===== src/rtl/id_stage_pipe.sv =====
// id_stage_pipe: RV32I decode stage with register file, immediate generation,
// load-use bubble insertion, flush, and a registered ID/EX output behind a
// valid/ready handshake. Accepted instructions appear on the output one cycle later.
// Ports:
//   clk, reset        - clock (rising edge), asynchronous active-low reset
//   if_valid/if_ready - upstream handshake; instruction is the 32-bit word
//   flush             - drops the held output and the incoming instruction
//   wb_en/wb_rd/wb_data - register file write-back
//   ex_ready/id_valid - downstream handshake
//   rs1_data..illegal - registered decoded payload
module id_stage_pipe #(
  parameter int unsigned XLEN   = 32,
  parameter int unsigned NREGS  = 32,
  parameter int unsigned BYPASS = 1
) (
  input  logic                       clk,
  input  logic                       reset,
  input  logic                       if_valid,
  output logic                       if_ready,
  input  logic [31:0]                instruction,
  input  logic                       flush,
  input  logic                       wb_en,
  input  logic [$clog2(NREGS)-1:0]   wb_rd,
  input  logic [XLEN-1:0]            wb_data,
  input  logic                       ex_ready,
  output logic                       id_valid,
  output logic [XLEN-1:0]            rs1_data,
  output logic [XLEN-1:0]            rs2_data,
  output logic [XLEN-1:0]            imm_out,
  output logic [$clog2(NREGS)-1:0]   rd_out,
  output logic [6:0]                 opcode_out,
  output logic [2:0]                 fn3_out,
  output logic                       fn7_5,
  output logic                       reg_write,
  output logic                       mem_read,
  output logic                       mem_write,
  output logic                       alu_src,
  output logic                       branch,
  output logic [1:0]                 memtoreg,
  output logic [2:0]                 aluop,
  output logic                       illegal
);

  localparam int unsigned RA = $clog2(NREGS);

  localparam logic [6:0] OP_R     = 7'b0110011;
  localparam logic [6:0] OP_I     = 7'b0010011;
  localparam logic [6:0] OP_LOAD  = 7'b0000011;
  localparam logic [6:0] OP_STORE = 7'b0100011;
  localparam logic [6:0] OP_BR    = 7'b1100011;
  localparam logic [6:0] OP_JAL   = 7'b1101111;
  localparam logic [6:0] OP_LUI   = 7'b0110111;

  logic [XLEN-1:0] r_regs [NREGS];

  logic [6:0]          w_opc;
  logic [RA-1:0]       w_rs1, w_rs2, w_rd;
  logic [XLEN-1:0]     w_rs1_data, w_rs2_data, w_imm;
  logic signed [31:0]  w_imm32;
  logic [31:0]         w_imm_i, w_imm_s, w_imm_b, w_imm_u, w_imm_j;
  logic                w_reg_write, w_mem_read, w_mem_write, w_alu_src, w_branch;
  logic [1:0]          w_memtoreg;
  logic [2:0]          w_aluop;
  logic                w_illegal, w_use_rs1, w_use_rs2;
  logic                w_hazard, w_adv, w_if_ready;

  assign w_opc = instruction[6:0];
  assign w_rs1 = instruction[15 +: RA];
  assign w_rs2 = instruction[20 +: RA];
  assign w_rd  = instruction[7 +: RA];

  assign w_imm_i = {{20{instruction[31]}}, instruction[31:20]};
  assign w_imm_s = {{20{instruction[31]}}, instruction[31:25], instruction[11:7]};
  assign w_imm_b = {{19{instruction[31]}}, instruction[31], instruction[7],
                    instruction[30:25], instruction[11:8], 1'b0};
  assign w_imm_u = {instruction[31:12], 12'b0};
  assign w_imm_j = {{11{instruction[31]}}, instruction[31], instruction[19:12],
                    instruction[20], instruction[30:21], 1'b0};
  // Signed cast widens the 32-bit immediate to XLEN with sign extension
  assign w_imm   = XLEN'(w_imm32);

  // Control decode, immediate select and operand usage
  always_comb begin
    w_reg_write = 1'b0;
    w_mem_read  = 1'b0;
    w_mem_write = 1'b0;
    w_alu_src   = 1'b0;
    w_branch    = 1'b0;
    w_memtoreg  = 2'b00;
    w_aluop     = 3'b000;
    w_illegal   = 1'b0;
    w_imm32     = '0;
    w_use_rs1   = 1'b1;
    w_use_rs2   = 1'b0;
    unique case (w_opc)
      OP_R: begin
        w_reg_write = 1'b1; w_aluop = 3'b010; w_use_rs2 = 1'b1;
      end
      OP_I: begin
        w_reg_write = 1'b1; w_alu_src = 1'b1; w_aluop = 3'b011; w_imm32 = w_imm_i;
      end
      OP_LOAD: begin
        w_reg_write = 1'b1; w_mem_read = 1'b1; w_alu_src = 1'b1;
        w_memtoreg = 2'b01; w_imm32 = w_imm_i;
      end
      OP_STORE: begin
        w_mem_write = 1'b1; w_alu_src = 1'b1; w_use_rs2 = 1'b1; w_imm32 = w_imm_s;
      end
      OP_BR: begin
        w_branch = 1'b1; w_aluop = 3'b001; w_use_rs2 = 1'b1; w_imm32 = w_imm_b;
      end
      OP_JAL: begin
        w_reg_write = 1'b1; w_branch = 1'b1; w_memtoreg = 2'b10; w_aluop = 3'b101;
        w_use_rs1 = 1'b0; w_imm32 = w_imm_j;
      end
      OP_LUI: begin
        w_reg_write = 1'b1; w_alu_src = 1'b1; w_aluop = 3'b100;
        w_use_rs1 = 1'b0; w_imm32 = w_imm_u;
      end
      default: w_illegal = 1'b1;
    endcase
  end

  // Combinational reads; x0 is hard zero, same-cycle write-back optionally forwarded
  always_comb begin
    w_rs1_data = (w_rs1 == '0) ? '0 : r_regs[w_rs1];
    w_rs2_data = (w_rs2 == '0) ? '0 : r_regs[w_rs2];
    if ((BYPASS != 0) && wb_en && (wb_rd == w_rs1) && (w_rs1 != '0)) w_rs1_data = wb_data;
    if ((BYPASS != 0) && wb_en && (wb_rd == w_rs2) && (w_rs2 != '0)) w_rs2_data = wb_data;
  end

  // Load-use: the held load's destination feeds an operand of the incoming instruction
  assign w_hazard = id_valid & mem_read & (rd_out != '0) & if_valid &
                    ((w_use_rs1 & (rd_out == w_rs1)) | (w_use_rs2 & (rd_out == w_rs2)));
  assign w_adv      = ~id_valid | ex_ready;
  assign w_if_ready = reset & w_adv & ~w_hazard & ~flush;
  assign if_ready   = w_if_ready;

  // Register file write port; x0 writes dropped
  always_ff @(posedge clk or negedge reset) begin
    if (!reset) begin
      for (int unsigned i = 0; i < NREGS; i++) r_regs[i] <= '0;
    end else if (wb_en && (wb_rd != '0)) begin
      r_regs[wb_rd] <= wb_data;
    end
  end

  // ID/EX output register: flush > accept > drain > hold
  always_ff @(posedge clk or negedge reset) begin
    if (!reset) begin
      id_valid   <= 1'b0;
      rs1_data   <= '0;
      rs2_data   <= '0;
      imm_out    <= '0;
      rd_out     <= '0;
      opcode_out <= '0;
      fn3_out    <= '0;
      fn7_5      <= 1'b0;
      reg_write  <= 1'b0;
      mem_read   <= 1'b0;
      mem_write  <= 1'b0;
      alu_src    <= 1'b0;
      branch     <= 1'b0;
      memtoreg   <= '0;
      aluop      <= '0;
      illegal    <= 1'b0;
    end else if (flush) begin
      id_valid <= 1'b0;
    end else if (if_valid && w_if_ready) begin
      id_valid   <= 1'b1;
      rs1_data   <= w_rs1_data;
      rs2_data   <= w_rs2_data;
      imm_out    <= w_imm;
      rd_out     <= w_rd;
      opcode_out <= w_opc;
      fn3_out    <= instruction[14:12];
      fn7_5      <= instruction[30];
      reg_write  <= w_reg_write;
      mem_read   <= w_mem_read;
      mem_write  <= w_mem_write;
      alu_src    <= w_alu_src;
      branch     <= w_branch;
      memtoreg   <= w_memtoreg;
      aluop      <= w_aluop;
      illegal    <= w_illegal;
    end else if (w_adv) begin
      id_valid <= 1'b0;
    end
  end

endmodule


===== config.mk =====
export PLATFORM = sky130hd
export DESIGN_NAME = id_stage_pipe
export DESIGN_NICKNAME = d
export VERILOG_FILES = /design/src/rtl/id_stage_pipe.sv
export SDC_FILE = /design/constraint.sdc
export NUM_CORES = 2
export LEC_CHECK = 0
export ABC_AREA = 0
export CAP_MARGIN = 20
export CORE_MARGIN = 2
export CORE_UTILIZATION = 65
export CTS_BUF_LIST = sky130_fd_sc_hd__clkbuf_16
export DETAILED_ROUTE_END_ITERATION = 7
export PLACE_DENSITY = 0.93
export SLEW_MARGIN = 30
export SYNTH_ARGS = -nofsm -noshare
export SYNTH_HDL_FRONTEND = slang
export SYNTH_SLANG_ARGS = --single-unit

===== constraint.sdc =====
create_clock -name clk -period 5.2 [get_ports clk]
set_clock_uncertainty 0.05 [all_clocks]
set_input_delay 1.04 -clock clk [delete_from_list [all_inputs] [get_ports clk]]
set_output_delay 1.04 -clock clk [all_outputs]
set_load 0.05 [all_outputs]

-- Word level (Yosys, flattened, before mapping)
Cells that the tools add are included.
Widths: inputs -> output; s select.
- bits in registers: 1148
- order comparisons: 4
- equality and inequality tests: 11
- muxes and demuxes: 27
- bitwise operators: 17
- reductions and logical operators: 22
- operators with widths (kind ; count):
    $bwmux 1024 ; 1
    $bmux 32 s5 ; 2
    $mux 32 ; 9
    $demux 32 s5 ; 1
    $pmux 32 s5 ; 1
    $eq 7x6->1 const B ; 3
    $eq 5x5->1 ; 4
    $reduce_bool 5->1 ; 4
    $ge 6x6->1 const B ; 3
    $not 5->6 ; 3
    $pmux 3 s5 ; 1
    $eq 7x7->1 const B ; 2
    $mux 1 ; 11
    $logic_not 5->1 ; 2
    $and 1x1->1 ; 9
    $eq 7x2->1 const B ; 1
    $eq 7x5->1 const B ; 1
    $logic_and 1x1->1 ; 7
    $reduce_or 7->1 ; 1
    $lt 6x1->1 const B ; 1
    $reduce_or 2->1 ; 3
    $reduce_or 5->1 ; 1
    $pmux 2 s2 ; 1
    $reduce_or 4->1 ; 1
    other kinds (5) ; 8

-- Longest topological paths before layout
- depth after elaboration: 12
- gate-level depth with buffers: 10

-- Least setup slack after synthesis
No wires, ideal clock.
- path type: input -> output
- from: in instruction[6]
- to: out if_ready
- arrival time: 3.035 ns
- setup slack: 1.075 ns
- stages on the path: 8
- path buffers: 4
- path through: buf_2 -> or3b_1 -> a21oi_4 -> or4_4 -> buf_6 -> buf_4 -> clkbuf_1 -> and3_1
- cells in the longest elaborated chain, start to end: 9
- elaborated cells on any way between the ends: 16
- classes of those cells: eq/ne (5); mux (2); bitwise (7); reduce/logical (2)
- RTL lines (item ; line ; text):
    start: declaration ; 20 ; input logic [31:0] instruction,
    $eq 7x7->1 / $eq 7x6->1 (equally long branches) ; 95 ; unique case (w_opc)
    $reduce_or 3->1 (no line) / $reduce_or 2->1 (equally long branches) ; n/a ;
    $mux 1 ; 95 ;
    $and 1x1->1 ; 134 ; ((w_use_rs1 & (rd_out == w_rs1)) | (w_use_rs2 & (rd_out == w_rs2)));
    $or 1x1->1 (*) ; 134 ;
    $and 1x1->1 (*) ; 133 ; assign w_hazard = id_valid & mem_read & (rd_out != '0) & if_valid &
    $not 1->1 (*) ; 136 ; assign w_if_ready = reset & w_adv & ~w_hazard & ~flush;
    $and 1x1->1 (*) (2 in a row) ; 136 ;
    end: declaration ; 19 ; output logic if_ready,
Mark *: on every way between the ends. The rest lies on a longest branch, timed or not.

-- Worst setup path after layout
Ends and elaborated chain as after synthesis.

==> impl_metrics.ini <==
[timing]
finalHoldViolations = 0
fin_crit_sh_pct = 87.9
final.setup.tns_ns = 0
tightest_slew_ns = 1.15
rsz0062_at_grt = false
min_period_ns = 4.57
slew_headroom_pct = 23.3
fmax_ghz = 0.219
setup_viol = 0
fin_ws_ns = 0.632
slew_violations = 0

[global_routing]
met1_usage_pct = 50.3
grt_pass1_vias = 45600
grt_pass1_wl_um = 294000
grt_util_met3_pct = 16.7
track_usage_pct = 41.5
top_usage_layer = met2
grt.overflow.total = 0
grt_start_max_net_pins = 187
grt_util_met2_pct = 59.1
antenna_found_initial = 18

[run]
cap_viol_max_count = 0

[clocking]
cts.clk_slew.worst_paths_ns = 0.07
clkLatencyLatePin_ns = 0.74
cts_sinks = 1148
cts_tree = built
holdBufCountCts = 0
cts_setup_buffers = 0
post_cts_resized = 0
htree_levels = 3
cts_buffers = 113
clock_path_buffers = 3
cts_root_buf = clkbuf_16

[worst_setup_path]
critPathCaptureType = output port
cp_max_fo = 25
worstSetupPathType = input port to output port
cp-start-kind = input port
crit_arrival_ns = 3.48
required_ns = 4.11

[route]
drcViolationCount = 0
viasPerCell = 7.83
detail_route.first_pass.iterations = 6
drt_iter0_markers = 7315
wire_per_inst_um = 35.0
route.final.wire_length_um = 200000
vias = 44700
antenna_left = 0

[place]
gp_congestion = 0.915
dp_hpwl_um = 115000
dp_worst_setup_slack_ns = 0.778
io_buffers = 199

[logic_synthesis]
synth_cells = 4394
async_reset_ff_share_pct = 100
synthesis.nets = 4469
ys_types = 56
ys.warnings.count = 0
seq_area_frac_synth_pct = 47.4
syn_avg_cell_area_um2 = 13.8
synth-edff-count = 0
syn_area_um2 = 60600
ys_seq_elements = 1148
ys.flop_type = dfrtp_1

[power]
power.density_nw_per_um2 = 391
ir_drop_v = 0.000285
p_leak_nw = 29.5

[floorplanning]
die_x_um = 309
die_y_um = 309
num_rows = 112
io_pins = 200
start_util_pct = 65.3
die-area_um2 = 95800
fp.coreArea_um2 = 92900

[finish]
mostFrequentLayoutCell = dfrtp_1
layout_common_cells = dfrtp_1 (1148), mux2_2 (1011), mux2i_1 (512)
nNetsFinal = 4430
area_growth_pct = 10.9
drive_above_1_share_pct = 39.6

[outcome]
status = finished clean

[min_path]
hold_class = input port to async pin
==> critical path, cell delays in order <==
cell	delay (ns)
clkdlybuf4s50_1	0.59
or3b_1	0.54
a21oi_4	0.40
or4_4	0.46
and3_1	0.23
buf_4	0.20
==> per-stage QoR <==
step	utilization, %	instance area (um2)	power, mW	instances	hold WS [ns]
after floorplan	-	60600	15.8	4394	0.391
after global placement	68.5	63700	17.4	5489	0.326
after detailed placement	68.5	63600	17.8	5490	0.334
after CTS	72.3	67200	25.9	5693	0.143
after global routing	72.4	67300	27.0	5704	0.148
final	72.4	67300	26.3	5709	0.128
==> cells by family after synthesis <==
family | share of synthesized area, %
muxes | 40.0
AOI/OAI and AO/OA | 5.66
and+or+nand+nor | 3.16
xor gates and xnor gates | 0.289
DFF | 47.4
buffers and inverters | 3.57
==> Yosys cell counts, types with 10 or more instances <==
cell type	count	area, um2
a211oi_1	15	113
a21oi_1	22	110
a22oi_1	187	1400
a31oi_1	110	688
a31oi_2	20	250
a41o_1	15	150
and3_1	13	81.3
buf_1	69	259
buf_2	111	556
buf_6	10	113
clkbuf_1	288	1080
dfrtp_1	1148	28700
inv_1	29	109
mux2_2	1011	11400
mux2_4	12	180
mux2i_1	512	5120
mux4_2	335	7540
nand2_1	142	533
nand3_1	67	335
nand4_1	47	294
nor2_1	31	116
nor2b_1	13	81.3
o21ai_0	19	95.1
o22a_1	29	254
o22ai_1	15	93.8
or3_1	15	93.8
xnor2_1	16	140
==> per-layer routing <==
metal,routed length (um),vias to the layer above,part of all wire [%]
li1,-,16600,-
met1,64700,22300,32
met2,86300,4312,43
met3,30300,1422,15
met4,18600,12,9.3
met5,100,-,0.050
==> state kept, by name, summed over array words and instances (netlist names) <==
register	count
alu_src	1
aluop	3
branch	1
fn3_out	3
fn7_5	1
id_valid	1
illegal	1
imm_out	32
mem_read	1
mem_write	1
memtoreg	2
opcode_out	7
r_regs	1024
rd_out	5
reg_write	1
rs1_data	32
rs2_data	32
==> path summary, 6_finish.rpt <==
check,cells after the start,to,from,slack [ns]
max in group asynchronous,4,r_regs[924],reset,2.89
setup / recovery,6,if_ready,instruction[6],0.63
hold reg to reg,0,r_regs[1022],r_regs[1022],0.34
setup reg to reg,8,imm_out[29],rd_out[3],1.44
hold / removal,1,aluop[1],reset,0.13
min in group clk,0,r_regs[1022],r_regs[1022],0.34
==> where the power goes <==
group / leakage, nW / total, mW / internal (mW) / switching [mW]
Combinational: 13.0 / 5.99 / 3.06 / 2.94
Clock: 1.83 / 8.20 / 4.54 / 3.66
Sequential: 14.6 / 12.1 / 10.6 / 1.50
==> cell type report <==
type                    count  area [um2]
multi-input cells        2733       30000
well taps                1254        1570
diodes                     12        30.0
repair buffers            330        3260
clock inverters            89         706
flip-flops and latches   1148       28700
clock buffers             114        2850
fillers                  5085       25600
inverters                  29         109
Power figures use the tool's default switching activity.
